==> src/rtl/d5m_pkg.sv <==
// rtl/d5m_pkg.sv - shared types and constants for the D5M pattern generator
//
// Purpose : state and pattern-mode encodings plus pixel width constants used
//           by d5m_pattern_gen and d5m_pattern_pixel.
// Ports   : none (package)

package d5m_pkg;

    localparam int              PIX_W   = 12;
    localparam logic [PIX_W-1:0] PIX_MAX = 12'hFFF;

    typedef enum logic [2:0] {
        IDLE   = 3'd0,
        SOF    = 3'd1,
        ACTIVE = 3'd2,
        HBLANK = 3'd3,
        VBLANK = 3'd4
    } d5m_state_e;

    typedef enum logic [1:0] {
        PAT_BARS  = 2'd0,
        PAT_HRAMP = 2'd1,
        PAT_VRAMP = 2'd2,
        PAT_CHECK = 2'd3
    } pat_mode_e;

endpackage

==> src/rtl/d5m_pattern_pixel.sv <==
// rtl/d5m_pattern_pixel.sv - combinational test-pattern pixel function
//
// Purpose : maps (mode, x, y, bar index) to one 12-bit Bayer pixel value.
//           The parent registers the result, so this block is purely
//           combinational.
// Ports   : i_mode      pattern select (bars / h-ramp / v-ramp / checker)
//           i_x, i_y    low 12 bits of the pixel coordinates
//           i_bar_idx   colour bar index 0..7 (already saturated)
//           o_pix       pixel value

module d5m_pattern_pixel
    import d5m_pkg::*;
(
    input  pat_mode_e              i_mode,
    input  logic [11:0]            i_x,
    input  logic [11:0]            i_y,
    input  logic [2:0]             i_bar_idx,
    output logic [PIX_W-1:0]       o_pix
);

    logic [2:0] w_bar_rgb;
    logic       w_site_on;

    // Leftmost bar is white (7 = R|G|B), rightmost is black.
    assign w_bar_rgb = 3'd7 - i_bar_idx;

    // Pick the colour bit for the Bayer site at (x, y):
    // G where x[0]==y[0], R on even rows, B on odd rows.
    always_comb begin
        w_site_on = 1'b0;
        if (i_x[0] == i_y[0]) begin
            w_site_on = w_bar_rgb[1];
        end else if (!i_y[0]) begin
            w_site_on = w_bar_rgb[2];
        end else begin
            w_site_on = w_bar_rgb[0];
        end
    end

    always_comb begin
        o_pix = '0;
        case (i_mode)
            PAT_BARS:  o_pix = w_site_on ? PIX_MAX : '0;
            PAT_HRAMP: o_pix = i_x;
            PAT_VRAMP: o_pix = i_y;
            PAT_CHECK: o_pix = (i_x[4] ^ i_y[4]) ? PIX_MAX : '0;
            default:   o_pix = '0;
        endcase
    end

endmodule

==> src/rtl/d5m_pattern_gen.sv <==
// rtl/d5m_pattern_gen.sv - D5M sensor output emulator (FVAL/LVAL/12-bit Bayer)
//
// Purpose : streams synthetic frames with D5M-style framing so the capture
//           path can be exercised without a camera attached.
// Ports   : iCLK         pixel clock, rising edge
//           iRST_N       asynchronous active-low reset
//           iSTART       level, begins streaming when sampled in IDLE
//           iSTOP        level, halts the stream after the current frame
//           iMODE        0 bars, 1 h-ramp, 2 v-ramp, 3 checkerboard
//           oDATA        pixel value, 0 while oLVAL is low
//           oLVAL        line valid
//           oFVAL        frame valid
//           oFrame_Cont  completed-frame counter (wraps)
//           oBUSY        high whenever the FSM is not IDLE

module d5m_pattern_gen
    import d5m_pkg::*;
#(
    parameter int H_ACTIVE = 1280,
    parameter int V_ACTIVE = 960,
    parameter int H_BLANK  = 64,
    parameter int FV2LV    = 4,
    parameter int V_BLANK  = 2000,
    parameter int BAR_W    = 160
) (
    input  logic              iCLK,
    input  logic              iRST_N,
    input  logic              iSTART,
    input  logic              iSTOP,
    input  logic [1:0]        iMODE,
    output logic [PIX_W-1:0]  oDATA,
    output logic              oLVAL,
    output logic              oFVAL,
    output logic [31:0]       oFrame_Cont,
    output logic              oBUSY
);

    // All counters are 16 bits wide; refuse parameter sets that do not fit
    // or that break the framing rules.
    if (H_ACTIVE < 2 || H_ACTIVE > 65535 || (H_ACTIVE % 2) != 0 ||
        V_ACTIVE < 2 || V_ACTIVE > 65535 || (V_ACTIVE % 2) != 0 ||
        H_BLANK  < 1 || H_BLANK  > 65535 ||
        FV2LV    < 1 || FV2LV    > 65535 ||
        V_BLANK  < 1 || V_BLANK  > 65535 ||
        BAR_W    < 1 || BAR_W    > 65535) begin : g_bad_params
        $error("d5m_pattern_gen: parameter out of range for 16-bit counters");
    end

    localparam logic [15:0] C_HA_M1  = 16'(H_ACTIVE - 1);
    localparam logic [15:0] C_VA_M1  = 16'(V_ACTIVE - 1);
    localparam logic [15:0] C_HB_M1  = 16'(H_BLANK - 1);
    localparam logic [15:0] C_F2L_M1 = 16'(FV2LV - 1);
    localparam logic [15:0] C_VB_M1  = 16'(V_BLANK - 1);
    localparam logic [15:0] C_BW_M1  = 16'(BAR_W - 1);

    d5m_state_e        r_state,   w_state_nxt;
    pat_mode_e         r_mode,    w_mode_nxt;
    logic [15:0]       r_x,       w_x_nxt;
    logic [15:0]       r_y,       w_y_nxt;
    logic [15:0]       r_cnt,     w_cnt_nxt;
    logic [15:0]       r_bar_cnt, w_bar_cnt_nxt;
    logic [2:0]        r_bar_idx, w_bar_idx_nxt;
    logic              r_stop,    w_stop_nxt;
    logic              w_frame_done;
    logic [PIX_W-1:0]  w_pix;

    logic [PIX_W-1:0]  r_data;
    logic              r_lval;
    logic              r_fval;
    logic              r_busy;
    logic [31:0]       r_frame_cont;

    always_ff @(posedge iCLK or negedge iRST_N) begin
        if (!iRST_N) begin
            r_state   <= IDLE;
            r_mode    <= PAT_BARS;
            r_x       <= '0;
            r_y       <= '0;
            r_cnt     <= '0;
            r_bar_cnt <= '0;
            r_bar_idx <= '0;
            r_stop    <= 1'b0;
        end else begin
            r_state   <= w_state_nxt;
            r_mode    <= w_mode_nxt;
            r_x       <= w_x_nxt;
            r_y       <= w_y_nxt;
            r_cnt     <= w_cnt_nxt;
            r_bar_cnt <= w_bar_cnt_nxt;
            r_bar_idx <= w_bar_idx_nxt;
            r_stop    <= w_stop_nxt;
        end
    end

    always_comb begin
        w_state_nxt   = r_state;
        w_mode_nxt    = r_mode;
        w_x_nxt       = r_x;
        w_y_nxt       = r_y;
        w_cnt_nxt     = r_cnt;
        w_bar_cnt_nxt = r_bar_cnt;
        w_bar_idx_nxt = r_bar_idx;
        w_stop_nxt    = r_stop;
        w_frame_done  = 1'b0;

        case (r_state)
            IDLE: begin
                w_stop_nxt = 1'b0;
                if (iSTART && !iSTOP) begin
                    w_state_nxt = SOF;
                    w_mode_nxt  = pat_mode_e'(iMODE);
                    w_cnt_nxt   = '0;
                    w_x_nxt     = '0;
                    w_y_nxt     = '0;
                end
            end

            SOF: begin
                w_stop_nxt = r_stop | iSTOP;
                if (r_cnt == C_F2L_M1) begin
                    w_state_nxt   = ACTIVE;
                    w_x_nxt       = '0;
                    w_bar_cnt_nxt = C_BW_M1;
                    w_bar_idx_nxt = '0;
                end else begin
                    w_cnt_nxt = r_cnt + 16'd1;
                end
            end

            ACTIVE: begin
                w_stop_nxt = r_stop | iSTOP;
                if (r_x == C_HA_M1) begin
                    w_state_nxt = HBLANK;
                    w_cnt_nxt   = '0;
                end else begin
                    w_x_nxt = r_x + 16'd1;
                    // Bar index advances every BAR_W pixels and sticks at
                    // the last (black) bar.
                    if (r_bar_cnt == 16'd0) begin
                        w_bar_cnt_nxt = C_BW_M1;
                        if (r_bar_idx != 3'd7) begin
                            w_bar_idx_nxt = r_bar_idx + 3'd1;
                        end
                    end else begin
                        w_bar_cnt_nxt = r_bar_cnt - 16'd1;
                    end
                end
            end

            HBLANK: begin
                w_stop_nxt = r_stop | iSTOP;
                if (r_cnt == C_HB_M1) begin
                    if (r_y < C_VA_M1) begin
                        w_state_nxt   = ACTIVE;
                        w_y_nxt       = r_y + 16'd1;
                        w_x_nxt       = '0;
                        w_bar_cnt_nxt = C_BW_M1;
                        w_bar_idx_nxt = '0;
                    end else begin
                        w_state_nxt  = VBLANK;
                        w_cnt_nxt    = '0;
                        w_frame_done = 1'b1;
                    end
                end else begin
                    w_cnt_nxt = r_cnt + 16'd1;
                end
            end

            VBLANK: begin
                w_stop_nxt = r_stop | iSTOP;
                if (r_cnt == C_VB_M1) begin
                    if (w_stop_nxt) begin
                        w_state_nxt = IDLE;
                        w_stop_nxt  = 1'b0;
                    end else begin
                        w_state_nxt = SOF;
                        w_mode_nxt  = pat_mode_e'(iMODE);
                        w_cnt_nxt   = '0;
                        w_x_nxt     = '0;
                        w_y_nxt     = '0;
                    end
                end else begin
                    w_cnt_nxt = r_cnt + 16'd1;
                end
            end

            default: begin
                w_state_nxt = IDLE;
                w_stop_nxt  = 1'b0;
            end
        endcase
    end

    // The pixel is computed from next-cycle coordinates so that the
    // registered output lines up with the registered LVAL.
    d5m_pattern_pixel u_pixel (
        .i_mode    (w_mode_nxt),
        .i_x       (w_x_nxt[11:0]),
        .i_y       (w_y_nxt[11:0]),
        .i_bar_idx (w_bar_idx_nxt),
        .o_pix     (w_pix)
    );

    always_ff @(posedge iCLK or negedge iRST_N) begin
        if (!iRST_N) begin
            r_data       <= '0;
            r_lval       <= 1'b0;
            r_fval       <= 1'b0;
            r_busy       <= 1'b0;
            r_frame_cont <= '0;
        end else begin
            r_fval <= (w_state_nxt == SOF) || (w_state_nxt == ACTIVE) ||
                      (w_state_nxt == HBLANK);
            r_lval <= (w_state_nxt == ACTIVE);
            r_data <= (w_state_nxt == ACTIVE) ? w_pix : '0;
            r_busy <= (w_state_nxt != IDLE);
            if (w_frame_done) begin
                r_frame_cont <= r_frame_cont + 32'd1;
            end
        end
    end

    assign oDATA       = r_data;
    assign oLVAL       = r_lval;
    assign oFVAL       = r_fval;
    assign oBUSY       = r_busy;
    assign oFrame_Cont = r_frame_cont;

endmodule

==> config.mk <==
export PLATFORM = sky130hd
export DESIGN_NAME = d5m_pattern_gen
export DESIGN_NICKNAME = d
export VERILOG_FILES = /design/src/rtl/d5m_pkg.sv /design/src/rtl/d5m_pattern_pixel.sv /design/src/rtl/d5m_pattern_gen.sv
export SDC_FILE = /design/constraint.sdc
export NUM_CORES = 1
export LEC_CHECK = 0
export CAP_MARGIN = 20
export CELL_PAD_IN_SITES_DETAIL_PLACEMENT = 1
export CELL_PAD_IN_SITES_GLOBAL_PLACEMENT = 1
export CORE_MARGIN = 2
export CORE_UTILIZATION = 45
export CTS_CLUSTER_SIZE = 28
export DETAILED_ROUTE_END_ITERATION = 16
export PLACE_DENSITY = 0.81
export RECOVER_POWER = 50
export SYNTH_ARGS = -nofsm -noshare
export SYNTH_HDL_FRONTEND = slang
export SYNTH_SLANG_ARGS = --single-unit
==> constraint.sdc <==
create_clock -name iCLK -period 4.54 [get_ports iCLK]
set_clock_uncertainty 0.15 [all_clocks]
set_input_delay 0.908 -clock iCLK [delete_from_list [all_inputs] [get_ports iCLK]]
set_output_delay 0.908 -clock iCLK [all_outputs]
set_load 0.01 [all_outputs]
Yosys cells after proc, flatten, opt, wreduce, memory -nomap -nowiden
Cells that the tools add are included.

cells by class
  add/sub/neg operators = 7
  order comparisons = 1
  eq/ne operators = 27
  mux-type cells = 58
  bitwise gates (word level) = 2
  reductions and logical operators = 16

operators with widths
  operator                 count
  $mux W16                 24
  $pmux W16 S5             2
  $pmux W16 S3             2
  $add A16 B1 Y16 const B  3
  $pmux W12 S4             1
  $mux W12                 3
  $mux W3                  12
  $add A32 B1 Y32 const B  1
  $eq A16 B11 Y1 const B   2
  $ne A2 B2 Y1 const B     9
  $eq A16 B2 Y1 const B    1
  $eq A16 B6 Y1 const B    1
  $logic_not A16 Y1        1
  $lt A16 B10 Y1 const B   1
  $sub A16 B1 Y16 const B  1
  $pmux W3 S5              1
  $eq A3 B2 Y1 const B     4
  $reduce_and A6 Y1        2
  $ne A3 B3 Y1 const B     3
  $pmux W3 S3              1
  $reduce_bool A3 Y1       3
  $reduce_and A8 Y1        1
  $mux W1                  7
  $eq A3 B1 Y1 const B     2
  other kinds (19)         23

storage, ports and cells
  flip-flop bits (word level) = 120
  input bits = 6
  output and inout bits = 47
  word-level logic and storage cells = 126

Longest topological paths before layout
Gate-level depths: netlist (run 1).

  depth after elaboration = 11
  depth in mapped cells = 12
  mapped depth without buffers = 10

Hierarchy
Synthesis (run 1) repeated with hierarchy kept, for this count alone.

second synthesis, totals
  cell total of the unflattened synthesis = 674
  area, all modules = 6353.6 µm²

modules (own cells, without submodules)
  module             instances  cells each  area an instance (µm²)  sequential area each (µm²)
  d5m_pattern_gen    1          645         6125.9                  3002.9
  d5m_pattern_pixel  1          29          227.7                   0.0

Least setup slack after synthesis (run 1)
No wires, ideal clock.

  path type = register -> register
  start point = register r_cnt[12]
  end point = register r_data[3], in the netlist oDATA[3]
  library setup time = 0.101 ns
  arrival = 3.024 ns
  required time = 4.289 ns
  setup slack = 1.265 ns
  cell stages (with the launch flop) = 10
  buffers on the path = 1
  period minus slack after synthesis = 3.275 ns
  path through = dfrtp_1 -> or4_4 -> or4_4 -> a2111oi_4 -> o21ai_2 -> buf_6 -> o31a_1 -> nor3_4 -> nor3_4 -> nor4_1

between the ends
  longest elaborated chain between the ends = 9
  elaborated cells on any way between the ends = 33
  classes of those cells = add/sub: 1; eq/ne: 8; mux: 22; bitwise: 1; reduce/logical: 1

ends and longest elaborated chain
  element                                                RTL line                                        RTL
  start, declared                                        d5m_pattern_gen.sv:60                           logic [15:0] r_cnt, w_cnt_nxt;
  start signal, assigned                                 d5m_pattern_gen.sv:88                           r_cnt <= w_cnt_nxt;
  $eq A16 B6 Y1 / $eq A16 B2 Y1 (equally long branches)  d5m_pattern_gen.sv:152, d5m_pattern_gen.sv:120
  $mux W3, on equally long branches                      d5m_pattern_gen.sv:152, d5m_pattern_gen.sv:120
  $pmux W3 S3                                            d5m_pattern_gen.sv:106                          case (r_state)
  $sub A3 B3 Y3                                          d5m_pattern_pixel.sv:25                         assign w_bar_rgb = 3'd7 - i_bar_idx;
  $mux W1                                                d5m_pattern_pixel.sv:33                         end else if (!i_y[0]) begin
  $mux W1                                                d5m_pattern_pixel.sv:31                         if (i_x[0] == i_y[0]) begin
  $mux W12                                               d5m_pattern_pixel.sv:43                         PAT_BARS: o_pix = w_site_on ? PIX_MAX : '0;
  $pmux W12 S4                                           d5m_pattern_pixel.sv:42                         case (i_mode)
  $mux W12 *                                             d5m_pattern_gen.sv:215                          r_data <= (w_state_nxt == ACTIVE) ? w_pix : '0;
  end signal, assigned                                   d5m_pattern_gen.sv:215
  end, declared                                          d5m_pattern_gen.sv:67                           logic [PIX_W-1:0] r_data;

Mark *: on every way between the ends. The rest lies on a longest branch, timed or not. The select of a mux whose other input is x is not followed.
A chain may end at the register's enable or synchronous reset.

Final worst setup path (run 1)
  start point = register r_cnt[12]
  end point = register r_data[9], in the netlist oDATA[9]

The elaborated chain is that of the path after synthesis.

==> out/qor.yml, run 1 <==
run_status:
  outcome: "finished, violations left"
  violations: "max-capacitance violations, max-slew violations"
cells_and_area:
  n_antenna_cell: 0
  final_layout_size_suffix_gt1_share_pct: 8.322
  layout.core_utilization_pct: 55.71
  nNetsFinal: 757
  syn_to_final_growth_pct: 21.93
detailed_routing:
  finalWirelength_mm: 18.31
  wire_per_inst_um: 19.55
  vias: 5726
  dr.pass1.iters: 5
  drc: 0
  viasPerCell: 6.111
  drt_iter0_markers: 344
  ant_nets: 0
power:
  p_switching_mw: 0.9754
  vdd_drop_max_uv: 223.1
  finalPower_mw: 3.297
  seqPwrFrac_pct: 38.0
  power.leakage_nw: 3.351
  power_density_nw_per_um2: 429.7
  power.internal_mw: 2.322
  swShare_pct: 29.58
  p_comb_share_pct: 18.2
  clockPowerShare_pct: 43.9
cts:
  cts_root_buffer: "clkbuf_16"
  htree_levels: 4
  clkSinkCount: 120
  post_cts_buffers: 0
  cts_hold_buffers: 0
  insertion_delay_ns: 0.43
  cts_buffers: 17
  cts.repair.resized: 0
  clock_path_buffers: 2
  cts_tree: "built"
  path_clk_slew_ns: 0.06
floorplan:
  row_count: 43
  die_h_um: 122.3
  top_level_ports: 53
  dieArea_um2: 14950
  initial_core_util_pct: 45.69
  dieWidth_um: 122.3
  fp.coreArea_um2: 13770
synth:
  synth-compound-area-share_pct: 19.20
  synth_fp_nets: 696
  yosys.area.top_type: "dfrtp_1"
  muxShareOfSynthArea_pct: 1.332
  synthArstFlopShare_pct: 100.0
  synthAdderAreaFrac_pct: 1.193
  synth_top_family_by_area: "simple AND/OR/NAND/NOR gates"
  synth_cells: 684
  synth_ff_type: "dfrtp_1"
  synth_most_common_cell: "dfrtp_1"
  synth_xor_area_share_pct: 4.314
  netlist.area_leader.share_pct: 47.71
  synth-seq-cells: 120
  avgSynthCellArea_um2: 9.201
  ys_top_cells_by_area: "dfrtp_1, o21ai_0, nor2_1"
  ys_types: 74
  ys.warnings.count: 0
  synth_edf_count: 0
  netlist_area_um2: 6294
  yosys-top-cells-count: "dfrtp_1, nor2_1, nand2_1, o21ai_0, nand3_1"
  synth-simple-area-share_pct: 23.46
  synth.yosys.seq_area_share_pct: 47.71
worst_setup_path:
  r2r_end: "oDATA[9]$_DFF_PN0_"
  critPathLaunch: "r_cnt[12]$_DFFE_PN0P_"
  path_class: "reg2reg"
  endpoint_kind: "flop"
  crit_required_ns: 4.66
  r2r_setup_slack_ns: 0.60
  r2r-start: "r_cnt[12]$_DFFE_PN0P_"
  start_kind: "flop"
  worstPathArrival_ns: 4.05
  worst-path-max-fanout: 12
  reg2reg_depth: 8
  endpoint: "oDATA[9]$_DFF_PN0_"
timing:
  fmax_ghz: 0.2540
  slew_violations: 55
  final.setup.tns_ns: 0
  relSlewSlack_pct: -106.9
  setup_viol: 0
  finalHoldViolCount: 0
  period_needed_ns: 3.937
  worst_pin_slew_ns: 3.104
  rsz0062_at_grt: "no"
  finalCritPeriodShare_pct: 86.71
global_routing:
  overflow: 0
  grt_max_degree: 67
  grt_pass1_wl_mm: 30.75
  grt_antenna_before_repair: 0
  grt_pass1_vias: 6038
  track_usage_pct: 26.33
placement:
  gp_congestion: 0.8511
  dp_hpwl_mm: 12.48
  port_buffers: 52
hold_path:
  hold_path.class: "reg2reg"
flow_run:
  drv_cap: 1
## flip-flops by register name, summed over array words and instances (netlist names)
register and flops:
r_bar_cnt 16, oBUSY 1, r_mode 2, oDATA 12
r_y 16, oFrame_Cont 32, r_stop 1, r_state 3
r_x 16, oLVAL 1, r_bar_idx 3, r_cnt 16
oFVAL 1
## final cells by class
| type | instances | area, um2 |
|---|---|---|
| tap | 180 | 225.2 |
| clock inverter | 8 | 142.6 |
| sequential | 120 | 3003 |
| inverter | 22 | 82.58 |
| multi-input combinational | 520 | 3115 |
| fill | 1593 | 6100 |
| clock buffer | 23 | 488.0 |
| timing repair buffer | 64 | 616.8 |
## cells in the final DEF, fill, tap and decap left out, types with 6 or more instances in the layout
cell type | synthesis | layout
a31oi_1 | 14 | 14
xor2_1 | 9 | 9
and4_1 | 8 | 8
nor4_1 | 17 | 17
nor2_1 | 71 | 71
nor3_1 | 20 | 20
dfrtp_1 | 120 | 120
o221ai_1 | 7 | 7
inv_1 | 21 | 21
dlygate4sd3_1 | 0 | 23
nand3_1 | 34 | 34
clkdlybuf4s50_1 | 0 | 28
nand2_1 | 68 | 68
clkbuf_16 | 0 | 17
buf_4 | 0 | 10
a21oi_1 | 31 | 31
and3_1 | 17 | 17
ha_1 | 6 | 6
nand4_1 | 13 | 13
xnor2_1 | 22 | 22
o31ai_1 | 16 | 16
and2_1 | 12 | 12
o21ai_0 | 67 | 67
## layer usage
layer | vias to the layer above | track usage (%) | wire length [um]
met5 | - | 0 | 0
met4 | 0 | 11.21 | 442
met3 | 33 | 4.414 | 588
met2 | 129 | 44.48 | 9442
met1 | 2920 | 33.42 | 7840
li1 | 2644 | - | -
## metrics by stage
step / cells / worst slack [ns] / hold slack [ns] / instance area [um2]
finish: 937 / 0.6035 / 0.3119 / 7674
detailed placement: 905 / 0.4193 / 0.3187 / 7039
CTS: 936 / 0.3610 / 0.3222 / 7670
global placement: 905 / 0.5776 / 0.3075 / 7039
floorplan: 684 / 1.265 / 0.3016 / 6294
global route: 937 / 0.3456 / 0.3491 / 7674
## worst min path at each step
stage                                start                           to  cells past startpoint
2_1_floorplan        r_cnt[15]$_DFFE_PN0P_        r_cnt[15]$_DFFE_PN0P_                      1
3_3_place_gp   oFrame_Cont[31]$_DFFE_PN0P_  oFrame_Cont[31]$_DFFE_PN0P_                      1
3_5_place_dp   oFrame_Cont[31]$_DFFE_PN0P_  oFrame_Cont[31]$_DFFE_PN0P_                      1
4_1_cts        oFrame_Cont[31]$_DFFE_PN0P_  oFrame_Cont[31]$_DFFE_PN0P_                      1
5_1_grt        oFrame_Cont[31]$_DFFE_PN0P_  oFrame_Cont[31]$_DFFE_PN0P_                      1
6_report       oFrame_Cont[31]$_DFFE_PN0P_  oFrame_Cont[31]$_DFFE_PN0P_                      1
## power by group through the flow
stage          Combinational, mW  Clock (mW)  Sequential, mW
4_1_cts                    0.599        1.46            1.25
3_5_place_dp               0.588           0            1.27
5_1_grt                    0.677        1.51            1.27
3_3_place_gp               0.562           0            1.26
2_1_floorplan              0.432           0            1.24
6_report                   0.599        1.45            1.25
## cell families after synthesis
group | after synthesis
buf+inv | 44
mux | 7
simple gates | 290
xor+xnor | 31
flops | 120
compound gates | 186
fa+ha+maj | 6
## critical path: stages, from the launching register on
cell,delay [ns]
dfrtp_1,0.44
or4_4,0.56
or4_4,0.54
a2111oi_4,0.50
o21ai_2,0.29
o32ai_2,0.46
nand2_1,0.14
o21ai_0,0.53
nor4_1,0.14
(Power assumes the default switching activity.)
==> run 2: changes to the inputs <==
--- a/config.mk
+++ b/config.mk
@@ -9,10 +9,11 @@
 export CELL_PAD_IN_SITES_DETAIL_PLACEMENT = 1
 export CELL_PAD_IN_SITES_GLOBAL_PLACEMENT = 1
 export CORE_MARGIN = 2
-export CORE_UTILIZATION = 45
+export CORE_UTILIZATION = 47
+export CTS_BUF_LIST = sky130_fd_sc_hd__clkbuf_8
 export CTS_CLUSTER_SIZE = 28
 export DETAILED_ROUTE_END_ITERATION = 16
-export PLACE_DENSITY = 0.81
+export PLACE_DENSITY = 0.84
 export RECOVER_POWER = 50
 export SYNTH_ARGS = -nofsm -noshare
 export SYNTH_HDL_FRONTEND = slang
==> run 2 against run 1 <==
The run still ends with max-capacitance violations, max-slew violations left; count of clock-buffer cells in the layout is 6 lower; total power is 15% lower; non-clock buffer count shrank 3; sequential power hardly changed; clock power decreased by 35%; core utilization rose by 0.39 points; critical endpoint unchanged.
==> out/qor.yml, run 2 (synthesized netlist as in run 1, its figures left out) <==
hold_path:
  hold_path.class: "reg2reg"
  min_delay_path_depth: 1
cells_and_area:
  nNetsFinal: 754
  largest_reg_flops: 32
  seq_area_um2: 3003
  fillCellCount: 1510
  final_layout_size_suffix_gt1_share_pct: 7.947
  multiInputGateArea_um2: 3112
  layout_commonest_cell: "dfrtp_1"
  syn_to_final_growth_pct: 17.12
  n_antenna_cell: 0
  final_cell_mix: "dfrtp_1, nor2_1, nand2_1, o21ai_0, nand3_1"
run_status:
  violations: "max-capacitance violations, max-slew violations"
  outcome: "finished, violations left"
worst_setup_path:
  start_kind: "flop"
  cp_slowest_stage_delay_ns: 0.60
  crit_chain: "or4_1, or4_4, a2111oi_4, o21ai_2, o31ai_2, a21boi_2, nor3_4, nor4_1"
  endpoint_kind: "flop"
  reg2reg_depth: 8
  crit_required_ns: 4.69
  worstPathArrival_ns: 4.06
  crit_slowest_cell: "or4_1"
  worst-path-max-fanout: 12
  crit_buf_inv: 0
  path_class: "reg2reg"
  crit_cells: 8
  path_delay_family: "simple AND/OR/NAND/NOR gates"
power:
  power_density_nw_per_um2: 380.4
  power.leakage_nw: 3.214
  finalPower_mw: 2.804
  vdd_drop_max_uv: 236.5
detailed_routing:
  drc: 0
  wire_per_inst_um: 20.00
  drt_iter0_markers: 357
  ant_nets: 0
  viasPerCell: 6.176
  finalWirelength_mm: 18.62
  dr.pass1.iters: 6
  vias: 5750
cts:
  clkSinkCount: 120
  clock_path_buffers: 2
  cts.repair.resized: 0
  post_cts_buffers: 0
  path_clk_slew_ns: 0.08
  cts_tree: "built"
  cts_root_buffer: "clkbuf_8"
  insertion_delay_ns: 0.46
  cts_hold_buffers: 0
  htree_levels: 4
  cts_buffers: 17
timing:
  finalHoldViolCount: 0
  fmax_ghz: 0.2557
  slew_violations: 67
  finalCritPeriodShare_pct: 86.13
  relSlewSlack_pct: -12.77
  period_needed_ns: 3.910
  setup_viol: 0
  final.setup.tns_ns: 0
  rsz0062_at_grt: "no"
  worst_pin_slew_ns: 1.692
global_routing:
  grt_max_degree: 67
  met3_usage_pct: 5.466
  track_usage_pct: 27.11
  grt_use_met1_pct: 34.67
  grt_antenna_before_repair: 0
  top_usage_layer: "met2"
  grt_pass1_vias: 5954
  overflow: 0
  grt_pass1_wl_mm: 30.80
  gr-usage-met2_pct: 46.21
placement:
  gp_congestion: 0.8971
  dp_hpwl_mm: 13.10
  port_buffers: 52
flow_run:
  drv_cap: 1
floorplan:
  top_level_ports: 53
  die_h_um: 119.7
  dieWidth_um: 119.7
  row_count: 42
  fp.coreArea_um2: 13140
  initial_core_util_pct: 47.90
  dieArea_um2: 14330
-- run 2: cell count changes in the layout (fill, tap and decap cells not counted), sizes merged --
cell,previous run,this run
inv,22,26
clkinv,3,5
clkinvlp,1,4
bufinv,4,2
buf,11,8
dlygate4sd3,23,22
clkbuf,25,19
clkdlybuf4s50,28,29
-- run 2: power breakdown --
part	switching, mW	leakage, nW	total (mW)	internal (mW)
logic	0.408	1.41	0.604	0.196
registers	0.103	1.61	1.25	1.15
clock network	0.468	0.191	0.946	0.478
total	0.979	3.21	2.80	1.82
-- run 2: worst paths after layout --
path	endpoint	start	slack, ns
min in group asynchronous	oFrame_Cont[21]$_DFFE_PN0P_	iRST_N	0.72
worst max-delay path	oDATA[9]$_DFF_PN0_	r_cnt[12]$_DFFE_PN0P_	0.63
worst min register to register	oFrame_Cont[31]$_DFFE_PN0P_	oFrame_Cont[31]$_DFFE_PN0P_	0.32
worst max register to register	oDATA[9]$_DFF_PN0_	r_cnt[12]$_DFFE_PN0P_	0.63
worst min-delay path	oFrame_Cont[31]$_DFFE_PN0P_	oFrame_Cont[31]$_DFFE_PN0P_	0.32
max in group asynchronous	r_bar_cnt[14]$_DFFE_PN0P_	iRST_N	1.34
-- run 2: final cells by class --
cell class / instances / area share [%]
Timing Repair Buffer: 61 / 7.876
Tap cell: 176 / 2.988
Sequential cell: 120 / 40.74
Clock inverter: 15 / 1.884
Clock buffer: 17 / 3.174
Inverter: 22 / 1.120
Multi-Input combinational cell: 520 / 42.22
-- run 2: stage by stage --
step	instance area [um2]	instances	worst slack [ns]	utilization (%)	hold WS [ns]
after floorplan	6294	684	1.265	-	0.3016
after global placement	7019	899	0.8326	53.43	0.3060
after detailed placement	7019	899	0.5803	53.43	0.3182
after CTS	7392	931	0.7370	56.27	0.3328
after global routing	7371	931	0.3710	56.10	0.3336
final	7371	931	0.6299	56.10	0.3233
-- run 2: layer usage --
| metal | vias to the layer above | part of all wire (%) |
|---|---|---|
| met5 | - | 0 |
| met4 | 0 | 2.3 |
| met3 | 39 | 3.8 |
| met2 | 150 | 50 |
| met1 | 2926 | 44 |
| li1 | 2635 | - |
==> run 3: changes to the inputs <==
--- a/config.mk
+++ b/config.mk
@@ -8,7 +8,6 @@
 export CAP_MARGIN = 20
 export CELL_PAD_IN_SITES_DETAIL_PLACEMENT = 1
 export CELL_PAD_IN_SITES_GLOBAL_PLACEMENT = 1
-export CORE_MARGIN = 2
 export CORE_UTILIZATION = 47
 export CTS_BUF_LIST = sky130_fd_sc_hd__clkbuf_8
 export CTS_CLUSTER_SIZE = 28
==> run 3 against run 2 <==
The flow still finishes with violations (max-capacitance violations, max-slew violations); routed wire length fell by 2.4%; critical path depth did not move; count of clock-buffer cells in the layout rose by 2; highest routed layer unchanged; global-route usage rose by 0.62 points; non-clock buffer count rose by 2; setup slack improved by 0.086 ns.
==> out/qor.yml, run 3 (synthesized netlist as in run 1, its figures left out) <==
cells_and_area:
  layout_commonest_cell: "dfrtp_1"
  final_layout_size_suffix_gt1_share_pct: 7.947
  syn_to_final_growth_pct: 17.51
  largest_reg_flops: 32
  final_cell_mix: "dfrtp_1, nor2_1, nand2_1, o21ai_0, nand3_1"
  nNetsFinal: 756
  layout.core_utilization_pct: 57.67
  fillCellCount: 1517
  n_antenna_cell: 0
detailed_routing:
  vias: 5622
  drt_iter0_markers: 308
  wire_per_inst_um: 19.60
  drc: 0
  dr.pass1.iters: 5
  viasPerCell: 6.065
  finalWirelength_mm: 18.17
  ant_nets: 0
floorplan:
  row_count: 41
  dieArea_um2: 13860
  top_level_ports: 53
  initial_core_util_pct: 49.07
  dieWidth_um: 117.7
  fp.coreArea_um2: 12820
  die_h_um: 117.7
timing:
  worst_pin_slew_ns: 1.851
  final.setup.tns_ns: 0
  finalCritPeriodShare_pct: 84.22
  fmax_ghz: 0.2615
  finalHoldViolCount: 0
  rsz0062_at_grt: "no"
  slew_violations: 75
  period_needed_ns: 3.824
  relSlewSlack_pct: -23.43
  setup_viol: 0
power:
  power.leakage_nw: 3.233
  power_density_nw_per_um2: 384.6
  vdd_drop_max_uv: 237.2
placement:
  dp_hpwl_mm: 13.10
  gp_congestion: 0.8761
  port_buffers: 52
worst_setup_path:
  worst-path-max-fanout: 12
  crit_required_ns: 4.71
  reg2reg_depth: 8
  worstPathArrival_ns: 3.99
  path_class: "reg2reg"
  start_kind: "flop"
  endpoint_kind: "flop"
run_status:
  outcome: "finished, violations left"
  violations: "max-capacitance violations, max-slew violations"
hold_path:
  hold_path.class: "in2async"
cts:
  cts.repair.resized: 0
  path_clk_slew_ns: 0.07
  clkSinkCount: 120
  htree_levels: 4
  cts_hold_buffers: 0
  clock_path_buffers: 2
  insertion_delay_ns: 0.46
  cts_tree: "built"
  cts_buffers: 17
  post_cts_buffers: 0
  cts_root_buffer: "clkbuf_8"
global_routing:
  grt_pass1_vias: 5941
  track_usage_pct: 27.73
  grt_max_degree: 87
  grt_antenna_before_repair: 0
  overflow: 0
  grt_pass1_wl_mm: 30.63
flow_run:
  drv_cap: 1
run 3: path summary, 6_finish.rpt:
path,from,to,slack (ns)
worst min register to register,oFrame_Cont[31]$_DFFE_PN0P_,oFrame_Cont[31]$_DFFE_PN0P_,0.33
max in group asynchronous,iRST_N,r_bar_cnt[14]$_DFFE_PN0P_,1.01
min in group iCLK,oFrame_Cont[31]$_DFFE_PN0P_,oFrame_Cont[31]$_DFFE_PN0P_,0.33
worst min-delay path,iRST_N,oFrame_Cont[18]$_DFFE_PN0P_,0.30
worst max-delay path,r_cnt[12]$_DFFE_PN0P_,oDATA[10]$_DFF_PN0_,0.72
worst max register to register,r_cnt[12]$_DFFE_PN0P_,oDATA[10]$_DFF_PN0_,0.72
run 3: critical path, stage by stage (launching register included):
cell       delay, ns
dfrtp_1         0.44
or4_4           0.56
or4_4           0.54
a2111oi_4       0.52
o21ai_2         0.28
o32ai_2         0.43
nand2_1         0.15
nor2_1          0.45
nor4_1          0.15
run 3: layer usage:
metal	vias up	global-route usage (%)	wire [um]
li1	2626	-	-
met4	0	8.974	323
met2	113	46.51	9230
met1	2855	35.52	8025
met5	-	0	0
met3	28	6.105	591
run 3: layout make-up:
class / count / area [um2] / share of cell area, %
sequential: 120 / 3003 / 40.60
timing repair buffer: 63 / 586.8 / 7.934
inverter: 22 / 82.58 / 1.117
multi-input combinational: 520 / 3115 / 42.12
clock buffer: 19 / 261.5 / 3.536
tap: 172 / 215.2 / 2.910
clock inverter: 11 / 131.4 / 1.776
run 3: where the power goes:
part / switching [mW] / internal (mW) / leakage [nW]
Combinational: 0.411 / 0.196 / 1.41
Sequential: 0.0985 / 1.15 / 1.61
Clock: 0.431 / 0.557 / 0.208
Total: 0.940 / 1.90 / 3.23
run 3: stage by stage:
step,instance area (um2),hold WS [ns],setup slack (ns),total power [mW],cells
2_1_floorplan,6294,0.3016,1.265,1.671,684
3_3_place_gp,7009,0.3087,0.7667,1.821,896
3_5_place_dp,7009,0.3196,0.5847,1.862,896
4_1_cts,7402,0.3329,0.7085,2.846,926
5_1_grt,7396,0.3350,0.2994,2.980,927
6_report,7396,0.2981,0.7162,2.844,927
